[config.mk]
export PLATFORM = sky130hd
export DESIGN_NAME = serial_frame_tx_flat
export DESIGN_NICKNAME = d
export VERILOG_FILES = /design/src/rtl/serial_frame_tx_if.sv /design/src/rtl/serial_frame_tx.sv /design/src/flat_wrapper.sv
export SDC_FILE = /design/constraint.sdc
export NUM_CORES = 1
export LEC_CHECK = 0
export ABC_CLOCK_PERIOD_IN_PS = 1850
export CAP_MARGIN = 20
export CORE_MARGIN = 2
export CORE_UTILIZATION = 51
export DETAILED_ROUTE_END_ITERATION = 16
export HOLD_SLACK_MARGIN = 0.05
export PLACE_DENSITY_LB_ADDON = 0.12
export SYNTH_ARGS = -nofsm -noshare
export SYNTH_HDL_FRONTEND = slang
export SYNTH_SLANG_ARGS = --single-unit
[constraint.sdc]
create_clock -name clk -period 1.85 [get_ports clk]
set_input_delay 0.555 -clock clk [delete_from_list [all_inputs] [get_ports clk]]
set_output_delay 0.555 -clock clk [all_outputs]
set_load 0.005 [all_outputs]
[src/rtl/serial_frame_tx_if.sv]
// Handshake and serial-side bundle for serial_frame_tx.
// The master modport is the word source; the slave modport is the transmitter.
interface serial_frame_tx_if #(
  parameter int DATA_LENGTH = 4
);
  logic [DATA_LENGTH-1:0] data_in;
  logic                   valid;
  logic                   ready;
  logic                   serial_out;
  logic                   shift_en;
  logic                   sel;
  logic                   busy;
  logic                   done;

  modport master (
    output data_in, valid,
    input  ready, serial_out, shift_en, sel, busy, done
  );

  modport slave (
    input  data_in, valid,
    output ready, serial_out, shift_en, sel, busy, done
  );
endinterface

[src/rtl/serial_frame_tx.sv]
// Framed parallel-to-serial transmitter: start bit, LSB-first data, optional even parity, stop bit(s).
// Define SERIAL_TX_PARITY_EN to insert the one-cycle parity state between data and stop.
module serial_frame_tx #(
  parameter int DATA_LENGTH = 4,
  parameter int STOP_BITS   = 1
) (
  input logic          clk,
  input logic          reset,
  serial_frame_tx_if.slave bus
);
  localparam int CNT_W = $clog2(DATA_LENGTH + 1);
  localparam logic [CNT_W-1:0] LAST_BIT  = CNT_W'(DATA_LENGTH - 1);
  localparam logic [CNT_W-1:0] LAST_STOP = CNT_W'(STOP_BITS - 1);

  typedef enum logic [2:0] {
    IDLE,
    START,
    DATA,
`ifdef SERIAL_TX_PARITY_EN
    PARITY,
`endif
    STOP
  } state_t;

  state_t                 state_q, state_n;
  logic [CNT_W-1:0]       cnt_q, cnt_n;
  logic [DATA_LENGTH-1:0] buf_q, buf_n;
  logic                   ser_q, ser_n;
  logic                   sen_q, sen_n;
  logic                   busy_q, busy_n;
  logic                   done_q, done_n;
  logic                   ready_w;
`ifdef SERIAL_TX_PARITY_EN
  logic                   par_q, par_n;
`endif

  // ready is a decode of the registered state, held low while reset is asserted
  assign ready_w        = (state_q == IDLE) && !reset;
  assign bus.ready      = ready_w;
  assign bus.serial_out = ser_q;
  assign bus.shift_en   = sen_q;
  assign bus.sel        = sen_q;
  assign bus.busy       = busy_q;
  assign bus.done       = done_q;

  always_ff @(posedge clk or posedge reset) begin
    if (reset) begin
      state_q <= IDLE;
      cnt_q   <= '0;
      buf_q   <= '0;
      ser_q   <= 1'b1;
      sen_q   <= 1'b0;
      busy_q  <= 1'b0;
      done_q  <= 1'b0;
`ifdef SERIAL_TX_PARITY_EN
      par_q   <= 1'b0;
`endif
    end else begin
      state_q <= state_n;
      cnt_q   <= cnt_n;
      buf_q   <= buf_n;
      ser_q   <= ser_n;
      sen_q   <= sen_n;
      busy_q  <= busy_n;
      done_q  <= done_n;
`ifdef SERIAL_TX_PARITY_EN
      par_q   <= par_n;
`endif
    end
  end

  // Outputs are decoded for the state being entered so they register alongside it
  always_comb begin
    state_n = state_q;
    cnt_n   = cnt_q;
    buf_n   = buf_q;
    ser_n   = 1'b1;
    sen_n   = 1'b0;
    done_n  = 1'b0;
`ifdef SERIAL_TX_PARITY_EN
    par_n   = par_q;
`endif
    unique case (state_q)
      IDLE: begin
        if (bus.valid && ready_w) begin
          buf_n   = bus.data_in;
          cnt_n   = '0;
          ser_n   = 1'b0;
          state_n = START;
`ifdef SERIAL_TX_PARITY_EN
          par_n   = ^bus.data_in;
`endif
        end
      end
      START: begin
        ser_n   = buf_q[0];
        sen_n   = 1'b1;
        state_n = DATA;
      end
      DATA: begin
        buf_n = buf_q >> 1;
        if (cnt_q == LAST_BIT) begin
          cnt_n = '0;
`ifdef SERIAL_TX_PARITY_EN
          ser_n   = par_q;
          state_n = PARITY;
`else
          state_n = STOP;
`endif
        end else begin
          // buf_q[1] is the bit that sits at buf[0] once this cycle's shift lands
          cnt_n = cnt_q + 1'b1;
          ser_n = buf_q[1];
          sen_n = 1'b1;
        end
      end
`ifdef SERIAL_TX_PARITY_EN
      PARITY: begin
        cnt_n   = '0;
        state_n = STOP;
      end
`endif
      STOP: begin
        if (cnt_q == LAST_STOP) begin
          cnt_n   = '0;
          done_n  = 1'b1;
          state_n = IDLE;
        end else begin
          cnt_n = cnt_q + 1'b1;
        end
      end
      default: state_n = IDLE;
    endcase
    busy_n = (state_n != IDLE);
  end
endmodule

[src/flat_wrapper.sv]
// flat-port wrapper written by rule: the top's interface ports become plain ports
module serial_frame_tx_flat 
#(
  parameter int DATA_LENGTH = 4,
  parameter int STOP_BITS   = 1
)
  (clk, reset, bus_data_in, bus_valid, bus_ready, bus_serial_out, bus_shift_en, bus_sel, bus_busy, bus_done);
  serial_frame_tx_if #(.DATA_LENGTH(DATA_LENGTH)) bus_i ();
  input logic clk;
  input logic reset;
  input wire logic [$bits(bus_i.data_in)-1:0] bus_data_in;
  input wire logic [$bits(bus_i.valid)-1:0] bus_valid;
  output wire logic [$bits(bus_i.ready)-1:0] bus_ready;
  output wire logic [$bits(bus_i.serial_out)-1:0] bus_serial_out;
  output wire logic [$bits(bus_i.shift_en)-1:0] bus_shift_en;
  output wire logic [$bits(bus_i.sel)-1:0] bus_sel;
  output wire logic [$bits(bus_i.busy)-1:0] bus_busy;
  output wire logic [$bits(bus_i.done)-1:0] bus_done;
  assign bus_i.data_in = bus_data_in;
  assign bus_i.valid = bus_valid;
  assign bus_ready = bus_i.ready;
  assign bus_serial_out = bus_i.serial_out;
  assign bus_shift_en = bus_i.shift_en;
  assign bus_sel = bus_i.sel;
  assign bus_busy = bus_i.busy;
  assign bus_done = bus_i.done;
  serial_frame_tx #(.DATA_LENGTH(DATA_LENGTH), .STOP_BITS(STOP_BITS)) u_core (.clk(clk), .reset(reset), .bus(bus_i));
endmodule
After elaboration in Yosys (flattened, before gate mapping)
Cells that the tools add are included.
{ "totals": {"reg_bits": 14, "output_inout_bits": 6} }
{ "classes": {"add_sub_neg": 1, "eq_ne": 5, "mux": 17, "reduce_logical": 10} }
{ "ops": {"columns": ["op", "n"], "rows": [
  ["2-to-1 mux 3 bit", 6],
  ["case mux 3 bit (4 select lines)", 1],
  ["== test 3 x 2 -> 1 bit, second input constant", 3],
  ["case mux 3 bit (3 select lines)", 1],
  ["case mux 4 bit (2 select lines)", 1],
  ["zero test 3 bit", 2],
  ["nonzero test 3 bit", 2],
  ["2-to-1 mux 1 bit", 5],
  ["2-to-1 mux 4 bit", 1],
  ["AND reduction 2 bit", 2],
  ["adder 3 x 1 -> 3 bit, second input constant", 1],
  ["== test 3 x 1 -> 1 bit, second input constant", 1],
  ["case mux 1 bit (3 select lines)", 1],
  ["logical AND 1 bit", 2],
  ["!= test 2 bit, second input constant", 1],
  ["case mux 1 bit (2 select lines)", 1],
  ["nonzero test 2 bit", 1],
  ["zero test 1 bit", 1]
]} }

Depth between registers and ports, before layout
{ "logic_depth": {"ltp_word": 6, "ltp_mapped": 5, "depth_no_buf": 5} }

Worst setup path before layout
Ideal clock, no wire load.
{ "synth_path": {"kind": "reg2out", "start": "register u_core.state_q[2]", "end": "output port bus_ready", "arrival_time_ns": 1.019, "path_slack_ns": 0.276, "path_stages_with_launch": 4, "path_cell_list": "dfrtp_1 buf_6 or3_4 nor2_1"} }
{ "synth_between": {"elab_chain_len": 2} }
{ "synth_rtl": {"columns": ["element", "line", "rtl"], "rows": [
  ["from (decl)", "serial_frame_tx.sv:25", "state_t state_q, state_n;"],
  ["from (signal assigned)", "serial_frame_tx.sv:59", "state_q <= state_n;"],
  ["zero test 3 bit", "serial_frame_tx.sv:38", "assign ready_w = (state_q == IDLE) && !reset;"],
  ["logical AND 1 bit", "serial_frame_tx.sv:38", null],
  ["to (decl)", "flat_wrapper.sv:13", "output wire logic [$bits(bus_i.ready)-1:0] bus_ready;"]
]} }
Every way passes these cells.

Worst setup path after layout
{ "layout_path": {"start": "register u_core.state_q[0]", "end": "output port bus_ready"} }
The elaborated chain is that of the path after synthesis.

==> summary.md <==
| Metric | Value |
|---|---|
| Status | `complete, no violations` |
| Switching share of power | `0.274` |
| Yosys reg bits | `14` |
| Hold buffers post-CTS | `0` |
| Detailed-route DRC error count | `0` |
| Fmax | `between 0.5 and 0.6 GHz` |
| Psw | `between 0.15 and 0.2 mW` |
| Warnings from Yosys | `0` |
| Global-route wire length before repair | `approximately 2300 um` |
| # nets final | `approximately 110` |
| Antenna Cells | `0` |
| Area Growth Syn to Fin | `22.7%` |
| Initial Util | `0.537` |
| Clock sinks | `14` |
| Slowest CP cell | `or3_4` |
| Post-CTS setup buffer count | `0` |
| GPL Wtd Cong | `between 0.7 and 0.8` |
| CTS Buf Count | `3` |
| Initial antenna violation count | `0` |
| Top layer in use | `met4` |
| Total GRT Usage | `0.166` |
| Final slew viol count | `0` |
| Pin count of the biggest net entering global routing | `15` |
| I/O Pins | `13` |
| Vias in the first global route | `around 580` |
| Row cnt | `14` |
| Met3 routed WL | `a little under 50 um` |
| Final Cycle Share | `0.973` |
| Length of routed met2 wiring | `about 640 um` |
| Via count | `approximately 600` |
| M1 WL | `approximately 660 um` |
| Vias/cell | `between 5 and 6` |
| Number of max-cap violations | `0` |
| Final core occ | `0.659` |
| XOR/XNOR Fraction of Synth Area | `0` |
| Core Region | `approximately 1500 um^2` |
| Req. time, crit path | `1.29 ns` |
| Root Driver | `clkbuf_4` |
| Leakage | `~0.44 nW` |
| Router iterations before antenna repair | `4` |
| Synth cell types | `34` |
| Die width | `43.6 um` |
| Clock share of power | `0.243` |
| Sequential power share | `0.510` |
| Post-synthesis simple-gate area fraction | `0.210` |
| Cell Area, Synth | `~800 um^2` |
| Synth Area in Adders | `0.0626` |
| Drt wl/cell | `12.2 um` |
| Share of layout cells above drive strength 1 | `0.211` |
| Crit path capture type | `output port` |
| Cell chain of the critical path | `or3_4 -> nor2_2 -> buf_2` |
| CP Launch Type | `flop` |
| Main synth FF type | `dfrtp_1` |
| CTS tree | `yes` |
| Largest stage delay on the critical path | `between 0.3 and 0.4 ns` |
| CP top delay family | `simple AND/OR/NAND/NOR gates` |
| Crit Path Max Fanout | `2` |
| Worst skew pair latency | `~0.28 ns` |
| Layout fillers | `around 130` |
| CTS clk-pin slew, worst paths | `about 0.09 ns` |
| CTS Buffer Depth | `2` |
| Mux cell area share after synthesis | `0.0125` |
| Setup violators final | `0` |
| Max VDD drop | `0.498 mV` |
| Post-DP HPWL | `1060 um` |
| Cell internal pwr | `between 0.5 and 0.6 mW` |
| PD cells | `around 740 nW/um^2` |
| Number of synthesized flops with an enable pin | `0` |
| Critical path class | `flop to output port` |
| Synthesized net count | `slightly below 90` |
| Fin area | `~980 um^2` |
| Htree depth | `1` |
| Post-layout min period | `1.80 ns` |
| Clock Skew | `roughly 0.011 ns` |
| Buf+Inv Stages, Crit Path | `1` |
| Die height | `between 40 and 50 um` |
| Sequential fraction of the synthesis area | `0.440` |
| Critical path arrival | `1.25 ns` |
| RSZ-0062 raised after global routing | `false` |
| Ys async rst share | `1.00` |
| Global route overflow | `0` |
| DRT Wirelength | `1360 um` |
| Comb pwr share | `0.247` |
| Largest family of logic cells by synthesized area | `simple AND/OR/NAND/NOR gates` |
| Placement Cell Area | `955 um^2` |
| Die Area | `between 1500 and 2000 um^2` |
| Synth Area in Compound Gates | `0.200` |
| Hold Crit Class | `flop to flop` |
| Final hold viol count | `0` |
| DRT iter0 DRCs | `12` |
| Mapped Cells | `76` |
| Syn_area_per_cell | `approximately 11 um^2` |
| Buffers on Ports | `12` |
| DRT antenna net count | `0` |
per-stage QoR:
stage               hold slack, ns  TNS [ns]  worst slack, ns  instances  power (mW)
global route                 0.568         0          0.00164        111       0.775
detailed placement           0.526    -0.287           -0.287        107       0.562
finish                       0.536         0           0.0496        111       0.729
floorplan                    0.444         0            0.276         76       0.500
CTS                          0.543         0           0.0116        111       0.740
global placement             0.515    -0.279           -0.279        107       0.557
cells in the mapped netlist, types with 2 or more instances:
cell type	number	area, um^2
dfrtp_1	13	325
nor2_1	7	26.3
ha_1	4	50.1
a21oi_1	2	10.0
nand3_1	3	15.0
a31oi_1	3	18.8
a2bb2oi_1	3	26.3
nand2b_1	4	25.0
buf_6	2	22.5
nand2_1	4	15.0
inv_1	5	18.8
buf_4	2	15.0
o21ai_0	3	15.0
cells in the final DEF (no fill, tap or decap), types with 2 or more instances in the layout:
master            n
ha_1              4
a31oi_1           3
clkdlybuf4s50_1  10
a2bb2oi_1         3
nand3_1           3
nand2b_1          4
nor2_1            6
a21oi_1           2
dfrtp_1          13
buf_4             7
nand2_1           4
o21ai_0           3
inv_1             5
clkbuf_4          3
cell families (layout without fill, tap and decap cells):
logic type	count (synthesis)	in the layout
muxes	1	1
buffers and inverters	9	28
and+or+nand+nor	27	27
DFF	14	14
AOI/OAI and AO/OA	20	20
other	1	1
adders and majority gates	4	4
power groups by stage:
stage / logic [mW] / clock network [mW] / registers, mW
2_1_floorplan: 0.127 / 0 / 0.373
3_3_place_gp: 0.181 / 0 / 0.376
3_5_place_dp: 0.184 / 0 / 0.378
4_1_cts: 0.183 / 0.185 / 0.372
5_1_grt: 0.201 / 0.197 / 0.377
6_report: 0.180 / 0.177 / 0.372
layer usage:
metal,track usage,vias to the layer above
li1,-,305
met1,0.219,281
met2,0.253,13
met3,0.0375,2
met4,0.0909,0
met5,0,-
sequential cells by signal, indices dropped and copies added (netlist names):
name                   flops
u_core.cnt_q               3
u_core.bus.done            1
u_core.bus.busy            1
u_core.bus.serial_out      1
u_core.state_q             3
u_core.buf_q               4
u_core.bus.sel             1
final timing paths:
| kind | cells after the start | startpoint | slack [ns] | endpoint |
|---|---|---|---|---|
| setup / recovery | 3 | u_core.state_q[0] | 0.05 | bus_ready |
| hold / removal | 1 | u_core.buf_q[2] | 0.54 | u_core.buf_q[1] |
| setup reg to reg | 4 | u_core.cnt_q[0] | 0.51 | u_core.bus.serial_out |
| hold reg to reg | 1 | u_core.buf_q[2] | 0.54 | u_core.buf_q[1] |
| max in group asynchronous | 4 | reset | 0.86 | u_core.bus.serial_out |
| min in group asynchronous | 4 | reset | 0.74 | u_core.bus.busy |
area by class of cell:
class | count | area [um^2] | share of cell area
multi-input combinational | 53 | 394 | 0.402
inverter | 5 | 18.8 | 0.0191
sequential | 14 | 352 | 0.358
tap | 16 | 20.0 | 0.0204
timing repair buffer | 19 | 170 | 0.173
clock buffer | 4 | 26.3 | 0.0268
repair_timing:
item                       4_1_cts  5_1_grt
gates resized for setup          4        2
pin swaps                        1        2
setup endpoints to repair        1        2
Power figures use the tool's default switching activity.
